==> config.mk <==
export PLATFORM = sky130hd
export DESIGN_NAME = idu_pipe
export DESIGN_NICKNAME = d
export VERILOG_FILES = /design/src/rtl/idu_pipe_pkg.sv /design/src/rtl/idu_pipe_dec.sv /design/src/rtl/idu_pipe.sv
export SDC_FILE = /design/constraint.sdc
export NUM_CORES = 1
export LEC_CHECK = 0
export BUFFER_PORTS_ARGS = -buffer_cell sky130_fd_sc_hd__buf_2
export CAP_MARGIN = 10
export CORE_AREA = 2 2 176 178
export DETAILED_ROUTE_END_ITERATION = 10
export DIE_AREA = 0 0 178 180
export PLACE_DENSITY = 0.65
export SETUP_SLACK_MARGIN = 0.5
export SYNTH_ARGS = -nofsm -noshare
export SYNTH_HDL_FRONTEND = slang
export SYNTH_HIERARCHICAL = 1
export SYNTH_SLANG_ARGS = --single-unit
export TNS_END_PERCENT = 30
==> constraint.sdc <==
create_clock -name clk -period 4.7 [get_ports clk]
set_clock_uncertainty 0.2 [all_clocks]
set_input_delay 1.41 -clock clk [delete_from_list [all_inputs] [get_ports clk]]
set_output_delay 1.41 -clock clk [all_outputs]
set_load 0.01 [all_outputs]
==> src/rtl/idu_pipe_pkg.sv <==
// Package: idu_pipe_pkg
// Shared constants for the decode stage: field widths, instruction ids,
// instruction type codes, opcodes, and the width of one packed decoded entry.
// Optional feature macro used by importers: IDU_M_EXT_EN (adds the M-extension ids).
package idu_pipe_pkg;

    localparam int INST_NUM_WIDTH  = 6;
    localparam int INST_TYPE_WIDTH = 3;
    localparam int REG_ADDR_WIDTH  = 5;
    localparam int SHAMT_WIDTH     = 6;

    localparam logic [INST_TYPE_WIDTH-1:0] TYPE_N = 3'd0;
    localparam logic [INST_TYPE_WIDTH-1:0] TYPE_R = 3'd1;
    localparam logic [INST_TYPE_WIDTH-1:0] TYPE_I = 3'd2;
    localparam logic [INST_TYPE_WIDTH-1:0] TYPE_S = 3'd3;
    localparam logic [INST_TYPE_WIDTH-1:0] TYPE_B = 3'd4;
    localparam logic [INST_TYPE_WIDTH-1:0] TYPE_U = 3'd5;
    localparam logic [INST_TYPE_WIDTH-1:0] TYPE_J = 3'd6;

    localparam logic [6:0] OPC_LUI      = 7'b0110111;
    localparam logic [6:0] OPC_AUIPC    = 7'b0010111;
    localparam logic [6:0] OPC_JAL      = 7'b1101111;
    localparam logic [6:0] OPC_JALR     = 7'b1100111;
    localparam logic [6:0] OPC_BRANCH   = 7'b1100011;
    localparam logic [6:0] OPC_LOAD     = 7'b0000011;
    localparam logic [6:0] OPC_STORE    = 7'b0100011;
    localparam logic [6:0] OPC_OP_IMM   = 7'b0010011;
    localparam logic [6:0] OPC_OP       = 7'b0110011;
    localparam logic [6:0] OPC_MISC_MEM = 7'b0001111;
    localparam logic [6:0] OPC_SYSTEM   = 7'b1110011;

    localparam logic [6:0] F7_BASE = 7'b0000000;
    localparam logic [6:0] F7_ALT  = 7'b0100000;
    localparam logic [6:0] F7_MULDIV = 7'b0000001;

    typedef logic [INST_NUM_WIDTH-1:0] inst_num_t;

    localparam inst_num_t INST_INV    = 6'd0;
    localparam inst_num_t INST_LUI    = 6'd1;
    localparam inst_num_t INST_AUIPC  = 6'd2;
    localparam inst_num_t INST_JAL    = 6'd3;
    localparam inst_num_t INST_JALR   = 6'd4;
    localparam inst_num_t INST_BEQ    = 6'd5;
    localparam inst_num_t INST_BNE    = 6'd6;
    localparam inst_num_t INST_BLT    = 6'd7;
    localparam inst_num_t INST_BGE    = 6'd8;
    localparam inst_num_t INST_BLTU   = 6'd9;
    localparam inst_num_t INST_BGEU   = 6'd10;
    localparam inst_num_t INST_LB     = 6'd11;
    localparam inst_num_t INST_LH     = 6'd12;
    localparam inst_num_t INST_LW     = 6'd13;
    localparam inst_num_t INST_LBU    = 6'd14;
    localparam inst_num_t INST_LHU    = 6'd15;
    localparam inst_num_t INST_SB     = 6'd16;
    localparam inst_num_t INST_SH     = 6'd17;
    localparam inst_num_t INST_SW     = 6'd18;
    localparam inst_num_t INST_ADDI   = 6'd19;
    localparam inst_num_t INST_SLTI   = 6'd20;
    localparam inst_num_t INST_SLTIU  = 6'd21;
    localparam inst_num_t INST_XORI   = 6'd22;
    localparam inst_num_t INST_ORI    = 6'd23;
    localparam inst_num_t INST_ANDI   = 6'd24;
    localparam inst_num_t INST_SLLI   = 6'd25;
    localparam inst_num_t INST_SRLI   = 6'd26;
    localparam inst_num_t INST_SRAI   = 6'd27;
    localparam inst_num_t INST_ADD    = 6'd28;
    localparam inst_num_t INST_SUB    = 6'd29;
    localparam inst_num_t INST_SLL    = 6'd30;
    localparam inst_num_t INST_SLT    = 6'd31;
    localparam inst_num_t INST_SLTU   = 6'd32;
    localparam inst_num_t INST_XOR    = 6'd33;
    localparam inst_num_t INST_SRL    = 6'd34;
    localparam inst_num_t INST_SRA    = 6'd35;
    localparam inst_num_t INST_OR     = 6'd36;
    localparam inst_num_t INST_AND    = 6'd37;
    localparam inst_num_t INST_FENCE  = 6'd38;
    localparam inst_num_t INST_ECALL  = 6'd39;
    localparam inst_num_t INST_EBREAK = 6'd40;
    // M-extension ids are contiguous in funct3 order: mul + funct3.
    localparam inst_num_t INST_MUL    = 6'd41;
    localparam inst_num_t INST_MULH   = 6'd42;
    localparam inst_num_t INST_MULHSU = 6'd43;
    localparam inst_num_t INST_MULHU  = 6'd44;
    localparam inst_num_t INST_DIV    = 6'd45;
    localparam inst_num_t INST_DIVU   = 6'd46;
    localparam inst_num_t INST_REM    = 6'd47;
    localparam inst_num_t INST_REMU   = 6'd48;

    // Packed entry: {pc, num, type, rd, rs1, rs2, imm, shamt, illegal}
    function automatic int entry_width(input int xlen);
        return 2 * xlen + INST_NUM_WIDTH + INST_TYPE_WIDTH + 3 * REG_ADDR_WIDTH
               + SHAMT_WIDTH + 1;
    endfunction

endpackage

==> src/rtl/idu_pipe_dec.sv <==
// Module: idu_pipe_dec
// Purely combinational RISC-V decoder. Produces one packed entry
// {pc, num, type, rd, rs1, rs2, imm, shamt, illegal}.
// Optional macro IDU_M_EXT_EN: decode opcode OP with funct7=0000001 as mul..remu.
// Ports:
//   inst   in   32                   raw instruction
//   pc     in   XLEN                 pc of inst (passed through into the entry)
//   entry  out  entry_width(XLEN)    packed decode result
module idu_pipe_dec
    import idu_pipe_pkg::*;
#(
    parameter int XLEN = 32
) (
    input  logic [31:0]                  inst,
    input  logic [XLEN-1:0]              pc,
    output logic [entry_width(XLEN)-1:0] entry
);

    logic [6:0] opc;
    logic [2:0] f3;
    logic [6:0] f7;
    logic       shamt_ok;

    inst_num_t                  num;
    logic [INST_TYPE_WIDTH-1:0] typ_raw;
    logic [INST_TYPE_WIDTH-1:0] typ;
    logic                       illegal;
    logic [REG_ADDR_WIDTH-1:0]  rd;
    logic [REG_ADDR_WIDTH-1:0]  rs1;
    logic [REG_ADDR_WIDTH-1:0]  rs2;
    logic [31:0]                imm32;
    logic [XLEN-1:0]            imm;
    logic [SHAMT_WIDTH-1:0]     shamt;

    assign opc = inst[6:0];
    assign f3  = inst[14:12];
    assign f7  = inst[31:25];
    // On RV32 inst[25] would be shamt bit 5, which does not exist there.
    assign shamt_ok = (XLEN == 64) || !inst[25];

    always_comb begin
        num     = INST_INV;
        typ_raw = TYPE_N;
        case (opc)
            OPC_LUI:    begin num = INST_LUI;   typ_raw = TYPE_U; end
            OPC_AUIPC:  begin num = INST_AUIPC; typ_raw = TYPE_U; end
            OPC_JAL:    begin num = INST_JAL;   typ_raw = TYPE_J; end
            OPC_JALR: begin
                typ_raw = TYPE_I;
                if (f3 == 3'd0) num = INST_JALR;
            end
            OPC_BRANCH: begin
                typ_raw = TYPE_B;
                case (f3)
                    3'd0: num = INST_BEQ;
                    3'd1: num = INST_BNE;
                    3'd4: num = INST_BLT;
                    3'd5: num = INST_BGE;
                    3'd6: num = INST_BLTU;
                    3'd7: num = INST_BGEU;
                    default: ;
                endcase
            end
            OPC_LOAD: begin
                typ_raw = TYPE_I;
                case (f3)
                    3'd0: num = INST_LB;
                    3'd1: num = INST_LH;
                    3'd2: num = INST_LW;
                    3'd4: num = INST_LBU;
                    3'd5: num = INST_LHU;
                    default: ;
                endcase
            end
            OPC_STORE: begin
                typ_raw = TYPE_S;
                case (f3)
                    3'd0: num = INST_SB;
                    3'd1: num = INST_SH;
                    3'd2: num = INST_SW;
                    default: ;
                endcase
            end
            OPC_OP_IMM: begin
                typ_raw = TYPE_I;
                case (f3)
                    3'd0: num = INST_ADDI;
                    3'd2: num = INST_SLTI;
                    3'd3: num = INST_SLTIU;
                    3'd4: num = INST_XORI;
                    3'd6: num = INST_ORI;
                    3'd7: num = INST_ANDI;
                    3'd1: if (inst[31:26] == 6'b000000 && shamt_ok) num = INST_SLLI;
                    3'd5: begin
                        if (inst[31:26] == 6'b000000 && shamt_ok) num = INST_SRLI;
                        else if (inst[31:26] == 6'b010000 && shamt_ok) num = INST_SRAI;
                    end
                    default: ;
                endcase
            end
            OPC_OP: begin
                typ_raw = TYPE_R;
                case (f7)
                    F7_BASE: begin
                        case (f3)
                            3'd0: num = INST_ADD;
                            3'd1: num = INST_SLL;
                            3'd2: num = INST_SLT;
                            3'd3: num = INST_SLTU;
                            3'd4: num = INST_XOR;
                            3'd5: num = INST_SRL;
                            3'd6: num = INST_OR;
                            default: num = INST_AND;
                        endcase
                    end
                    F7_ALT: begin
                        if (f3 == 3'd0) num = INST_SUB;
                        else if (f3 == 3'd5) num = INST_SRA;
                    end
`ifdef IDU_M_EXT_EN
                    F7_MULDIV: num = INST_MUL + inst_num_t'(f3);
`else
                    F7_MULDIV: ;
`endif
                    default: ;
                endcase
            end
            OPC_MISC_MEM: if (f3 == 3'd0) num = INST_FENCE;
            OPC_SYSTEM: begin
                if (inst == 32'h0000_0073) num = INST_ECALL;
                else if (inst == 32'h0010_0073) num = INST_EBREAK;
            end
            default: ;
        endcase
    end

    assign illegal = (num == INST_INV);
    // An illegal instruction carries no fields, so it is forced onto the N path.
    assign typ = illegal ? TYPE_N : typ_raw;

    always_comb begin
        rd    = '0;
        rs1   = '0;
        rs2   = '0;
        imm32 = '0;
        shamt = '0;
        case (typ)
            TYPE_R: begin rd = inst[11:7]; rs1 = inst[19:15]; rs2 = inst[24:20]; end
            TYPE_I: begin
                rd    = inst[11:7];
                rs1   = inst[19:15];
                imm32 = {{20{inst[31]}}, inst[31:20]};
            end
            TYPE_S: begin
                rs1   = inst[19:15];
                rs2   = inst[24:20];
                imm32 = {{20{inst[31]}}, inst[31:25], inst[11:7]};
            end
            TYPE_B: begin
                rs1   = inst[19:15];
                rs2   = inst[24:20];
                imm32 = {{20{inst[31]}}, inst[7], inst[30:25], inst[11:8], 1'b0};
            end
            TYPE_U: begin rd = inst[11:7]; imm32 = {inst[31:12], 12'b0}; end
            TYPE_J: begin
                rd    = inst[11:7];
                imm32 = {{12{inst[31]}}, inst[19:12], inst[20], inst[30:21], 1'b0};
            end
            default: ;
        endcase
        if (num == INST_SLLI || num == INST_SRLI || num == INST_SRAI)
            shamt = (XLEN == 64) ? inst[25:20] : {1'b0, inst[24:20]};
    end

    // Every immediate is already sign-extended to 32 bits; widen by sign.
    assign imm = XLEN'($signed(imm32));

    assign entry = {pc, num, typ, rd, rs1, rs2, imm, shamt, illegal};

endmodule

==> src/rtl/idu_pipe.sv <==
// Module: idu_pipe
// Registered RISC-V decode stage: decodes each accepted instruction and holds the
// results in a BUF_DEPTH-entry FIFO with valid/ready handshakes on both sides.
// Optional macro IDU_M_EXT_EN (passed to idu_pipe_dec): enables M-extension decode.
// Ports:
//   clk, rst (async, active-low)
//   in_valid/in_ready/in_inst/in_pc   IFU side
//   flush                             drop all buffered entries
//   out_valid/out_ready               EXU side handshake
//   out_pc, out_inst_num, out_inst_type, out_rd, out_rs1, out_rs2,
//   out_imm, out_shamt, out_illegal   head-of-FIFO decode fields
module idu_pipe
    import idu_pipe_pkg::*;
#(
    parameter int XLEN      = 32,
    parameter int BUF_DEPTH = 2
) (
    input  logic                       clk,
    input  logic                       rst,
    input  logic                       in_valid,
    output logic                       in_ready,
    input  logic [31:0]                in_inst,
    input  logic [XLEN-1:0]            in_pc,
    input  logic                       flush,
    output logic                       out_valid,
    input  logic                       out_ready,
    output logic [XLEN-1:0]            out_pc,
    output logic [INST_NUM_WIDTH-1:0]  out_inst_num,
    output logic [INST_TYPE_WIDTH-1:0] out_inst_type,
    output logic [REG_ADDR_WIDTH-1:0]  out_rd,
    output logic [REG_ADDR_WIDTH-1:0]  out_rs1,
    output logic [REG_ADDR_WIDTH-1:0]  out_rs2,
    output logic [XLEN-1:0]            out_imm,
    output logic [SHAMT_WIDTH-1:0]     out_shamt,
    output logic                       out_illegal
);

    localparam int ENTRY_W = entry_width(XLEN);
    localparam int PTR_W   = (BUF_DEPTH > 1) ? $clog2(BUF_DEPTH) : 1;
    localparam int CNT_W   = PTR_W + 1;

    logic [ENTRY_W-1:0] mem [BUF_DEPTH];
    logic [ENTRY_W-1:0] dec_entry;
    logic [PTR_W-1:0]   wr_ptr;
    logic [PTR_W-1:0]   rd_ptr;
    logic [CNT_W-1:0]   count;
    logic               push;
    logic               pop;

    idu_pipe_dec #(.XLEN(XLEN)) u_dec (
        .inst  (in_inst),
        .pc    (in_pc),
        .entry (dec_entry)
    );

    // Ready depends only on the registered count (not on out_ready), so a full
    // buffer stays closed even in a cycle that pops.
    assign in_ready  = rst && (count < CNT_W'(BUF_DEPTH)) && !flush;
    assign out_valid = (count != '0);
    assign push      = in_valid && in_ready;
    assign pop       = out_valid && out_ready && !flush;

    always_ff @(posedge clk or negedge rst) begin
        if (!rst) begin
            wr_ptr <= '0;
            rd_ptr <= '0;
            count  <= '0;
            for (int i = 0; i < BUF_DEPTH; i++) mem[i] <= '0;
        end else if (flush) begin
            wr_ptr <= '0;
            rd_ptr <= '0;
            count  <= '0;
        end else begin
            if (push) begin
                mem[wr_ptr] <= dec_entry;
                wr_ptr      <= wr_ptr + PTR_W'(1);
            end
            if (pop) rd_ptr <= rd_ptr + PTR_W'(1);
            case ({push, pop})
                2'b10:   count <= count + CNT_W'(1);
                2'b01:   count <= count - CNT_W'(1);
                default: ;
            endcase
        end
    end

    assign {out_pc, out_inst_num, out_inst_type, out_rd, out_rs1, out_rs2,
            out_imm, out_shamt, out_illegal} = mem[rd_ptr];

endmodule

; Word-level counts from Yosys, hierarchy flattened
; Cells that the tools add are included.
[op_classes]
mul = 0
reduce_logical = 26
n_div = 0
addsub = 4
n_lt_le_gt_ge = 4
n_mux = 35
n_shift = 0
bitwise = 3
n_eq_ne = 33
[op_table]
columns = operator, n
row1 = 95-bit two-way mux, 4
row2 = 190-bit bitwise mux, 1
row3 = 32-bit one-hot mux with 5 select lines, 1
row4 = 95-bit demux with 1-bit select, 1
row5 = 6-bit one-hot mux with 11 select lines, 1
row6 = 6-bit one-hot mux with 8 select lines, 1
row7 = 6-bit one-hot mux with 7 select lines, 1
row8 = 6-bit two-way mux, 6
row9 = "32-bit by 21-bit equality test with 1-bit output, second input constant", 1
row10 = "32-bit by 7-bit equality test with 1-bit output, second input constant", 1
row11 = 5-bit two-way mux, 6
row12 = "7-bit by 6-bit equality test with 1-bit output, second input constant", 4
row13 = "7-bit equality test, second input constant", 4
row14 = "6-bit by 5-bit equality test with 1-bit output, second input constant", 4
row15 = 4-bit one-hot mux with 6 select lines, 1
row16 = "3-bit equality test, second input constant", 7
row17 = 4-bit one-hot mux with 5 select lines, 1
row18 = 3-bit one-hot mux with 6 select lines, 1
row19 = 5-bit one-hot mux with 3 select lines, 1
row20 = "7-bit by 5-bit equality test with 1-bit output, second input constant", 2
row21 = "3-bit by 2-bit equality test with 1-bit output, second input constant", 4
row22 = 6-bit logical NOT, 2
row23 = 6-bit one-hot mux with 2 select lines, 1
row24 = 1-bit logical AND, 8
row25 = 27 further kinds, 41
[totals]
romBits = 0
latchBits = 0
mem_bits_rw = 0
output_inout_bits = 97
register_bits = 194
n_memories = 0

; Depth between registers and ports, before layout
[logic_depth]
depth_word = 12
ltp_mapped = 12

; Modules after synthesis
; Netlist, hierarchy kept.
[modules_own_cells]
columns = mod, instances, cells_each, area_each_um2
row1 = idu_pipe, 1, 531, 8569.5
row2 = idu_pipe_dec, 1, 283, 1803.0

; Worst setup path before layout
; OpenSTA, ideal clock, no wires.
[synth_timing]
path_kind = input to register
startpoint = input port in_inst[13]
endpoint = register mem[123] (netlist name)
arrival_time_ps = 3431
required_ps = 4375
cell_stages = 12
setup_ps = 125
setup_slack_ps = 945
path_cell_list = buf_2 > buf_2 > nor2b_1 > a21oi_1 > o32ai_1 > a211oi_1 > nand4b_4 > buf_6 > o211ai_2 > buf_2 > nand2_1 > mux2_2
[synth_between]
elab_chain_cells = 10
elab_cells_between_ends = 32
cone_classes = eq/ne: 14 / mux: 16 / reduce/logical: 2
[synth_rtl]
columns = item, line
row1 = from (decl), idu_pipe.sv:22  ; input logic [31:0] in_inst,
row2 = 3-bit equality test, n/a
row3 = 6-bit two-way mux, idu_pipe_dec.sv:118  ; else if (f3 == 3'd5) num = INST_SRA;
row4 = 6-bit two-way mux, idu_pipe_dec.sv:117  ; if (f3 == 3'd0) num = INST_SUB;
row5 = 6-bit one-hot mux with 2 select lines, idu_pipe_dec.sv:103  ; case (f7)
row6 = 6-bit one-hot mux with 11 select lines *, idu_pipe_dec.sv:44  ; case (opc)
row7 = 6-bit logical NOT *, idu_pipe_dec.sv:137  ; assign illegal = (num == INST_INV);
row8 = 3-bit two-way mux *, idu_pipe_dec.sv:139  ; assign typ = illegal ? TYPE_N : typ_raw;
row9 = 3-bit equality test / 3-bit by 2-bit equality test with 1-bit output (equally long branches), idu_pipe_dec.sv:147  ; case (typ)
row10 = 32-bit one-hot mux with 5 select lines *, idu_pipe_dec.sv:147
row11 = via dec_entry[28], idu_pipe.sv:43  ; logic [ENTRY_W-1:0] dec_entry;
row12 = 190-bit bitwise mux *, idu_pipe.sv:75  ; mem[wr_ptr] <= dec_entry;
row13 = "to (signal, indexed assignment)", idu_pipe.sv:75
row14 = to (decl), idu_pipe.sv:42  ; logic [ENTRY_W-1:0] mem [BUF_DEPTH];
; Mark *: on every way through the listed nets, which the timed path passes. The rest lies on a longest branch.
; A chain may end at the register's enable or synchronous reset.

; Worst setup path after layout
[layout_timing]
startpoint = input port in_inst[13]
endpoint = register mem[112] (netlist name)
; Same word-level chain as after synthesis.

==> key figures <==
Timing
  • Final slew viol count: 0
  • Final setup vio count: 0
  • WHS: 0.3025 ns
  • Final number of hold-violating endpoints: 0
  • Final Worst Setup Slack: 0.6838 ns
  • Final Cycle Share: 85.45%
  • Tightest Pin Transition: 0.9356 ns
  • Setup TNS: 0 ns
  • Fmax: 249.0 MHz
  • RSZ-0062 raised after global routing: true
  • Minimum clock period: 4.016 ns
  • Rel. slew slack: 37.63%

Logic synthesis
  • Yosys synthesis warning count: 6
  • Synth top area cells: dfrtp_1 47%, mux2_2 26%, mux2_4 7.2%
  • Top cells by count, synth: 235 x mux2_2, 194 x dfrtp_1, 50 x mux2_4
  • Most frequent cell after synthesis: mux2_2
  • Post-Syn Area: 10370 um2
  • Post-synth ARST share: 100.0%
  • Ys flop type: dfrtp_1
  • Syn Nets: 883
  • Post-synth EDFFs: 0
  • Flops & latches, synth: 194
  • Mapped Avg Cell Area: 12.74 um2
  • Cells after synthesis: 814
  • Biggest area consumer among synthesized cells: dfrtp_1
  • Area share of the largest cell type after synthesis: 46.80%
  • Post-synthesis sequential area ratio: 46.80%
  • Cell variety after synth: 70

Setup path
  • Critical path launch point type: input port
  • Worst Path Max Fanout: 26
  • CP endpoint kind: register
  • Critical Path AT: 4.13 ns
  • Worst Path Required: 4.82 ns
  • Flop2flop setup slack: 2.33 ns
  • Crit path kind: in -> reg

Routing
  • DR pass1 iterations: 5
  • Initial drt markers: 409
  • Routed Antenna Nets: 0
  • Wire per inst: 19.47 um
  • Total Routed Length: 25990 um
  • Vias/cell: 5.128
  • Routed vias: 6846
  • DRC viols: 0

Clock tree
  • CTS hold repair buffers: 0
  • H-tree levels: 4
  • CTS clk-pin slew, worst paths: 0.07 ns
  • CTS-repair resized insts: 0
  • Clock sinks: 194
  • Clk_lat worst skew: 0.44 ns
  • Worst-case clock buffer depth: 2
  • CTS tree: done
  • Post-CTS Setup Bufs: 0
  • Clock root cell: clkbuf_16
  • Inserted Clock Buffers: 17

Die
  • Die Ht: 180 um
  • Total Die Area: 32040 um2
  • Ports: 166
  • Site Rows: 64
  • Initial Util: 34.36%
  • Core footprint: 30190 um2
  • Die width: 178 um

Global routing
  • GR Util All Layers: 16.33%
  • Initial antenna violation count: 2
  • Largest net degree at the start of global routing: 177
  • First-pass GRT wire length: 40570 um
  • Grt total ovfl: 0
  • Vias in the first global route: 7014

Final layout
  • Share of layout cells above drive strength 1: 55.22%
  • Layout area overhead: 14.64%
  • Final core occ: 39.39%
  • Final #Nets: 996

Place
  • Final GP Congestion: 0.9071
  • Dpl ws: 0.2551 ns
  • DP HPWL: 17960 um
  • Port bufs: 165

Power and ir drop
  • PD cells: 338.6 nW/um2
  • Leak: 5.922 nW
  • Total power: 4.026 mW
  • Worst vdd ir: 0.2434 mV

Run
  • Maxcap violations: 0

Hold path
  • Worst min path class: reg -> reg

Outcome
  • Status: completed
-- final cells by class --
class                           instances  area [um2]
Clock inverter                         10       78.83
Timing Repair Buffer                  181        1005
Antenna cell                            1       2.502
Inverter                                7       26.28
Tap cell                              396       495.5
Multi-Input combinational cell        526        4969
Sequential cell                       194        4858
Clock buffer                           20       456.7
Fill cell                            2860       18300
-- metal layers --
layer,vias to the layer above,global-route usage [%],routed length [um]
met1,3455,22.37,11920
met3,27,4.336,1703
met2,219,25.63,11950
met4,2,3.967,393
met5,-,0,16
li1,3143,-,-
-- power breakdown --
part           switching, mW  leakage, nW  internal (mW)
combinational          0.317         3.08          0.389
sequential            0.0997         2.58           1.85
clock                  0.665        0.257          0.706
-- flip-flops by register name (all words and copies together), names as in the netlist --
register and flops:
count 2, wr_ptr 1, rd_ptr 1, mem 190
-- cell families after synthesis --
group	after synthesis	synth area share, %
buf+inv	94	5.501
compound gates	104	6.635
fa+ha+maj	1	0.09651
other cells	1	0.03615
mux	286	32.85
xor+xnor	5	0.4223
simple gates	129	7.660
flops	194	46.80
-- cell usage in the layout (no fill, tap or decap), types with 5 or more instances in the layout --
master and n:
or2_2 5, a21oi_1 30, dfrtp_1 193, nor2_1 26, mux2_4 50, buf_2 164
and3_1 5, o21ai_0 19, nand2_1 28, nand3_1 6, mux2_2 235, a21boi_0 14
o211ai_1 10, buf_4 12, nand4_1 5, inv_1 7, nor3b_1 9, nor3_1 8
clkbuf_16 17
-- critical path, stage by stage --
cell      delay (ns)
buf_2           0.39
and3b_1         0.24
a32oi_1         0.17
o311ai_0        0.20
a221oi_2        0.38
nand4_4         0.32
o21ai_1         0.50
a21boi_0        0.23
mux2_2          0.30
-- through the flow --
| stage | instances | cell area [um2] |
|---|---|---|
| global placement | 1304 | 11340 |
| CTS | 1334 | 11880 |
| finish | 1335 | 11890 |
| global route | 1334 | 11890 |
| detailed placement | 1304 | 11340 |
| floorplan | 814 | 10370 |
-- worst paths after layout --
| kind | depth (start not counted) | to | startpoint |
|---|---|---|---|
| max reg2reg | 3 | mem[11] | count[1] |
| min | 1 | mem[34] | mem[34] |
| min in group asynchronous | 1 | mem[88] | rst |
| max | 9 | mem[112] | in_inst[13] |
| min reg2reg | 1 | mem[34] | mem[34] |
| max in group asynchronous | 2 | mem[6] | rst |
Power figures use the tool's default switching activity.
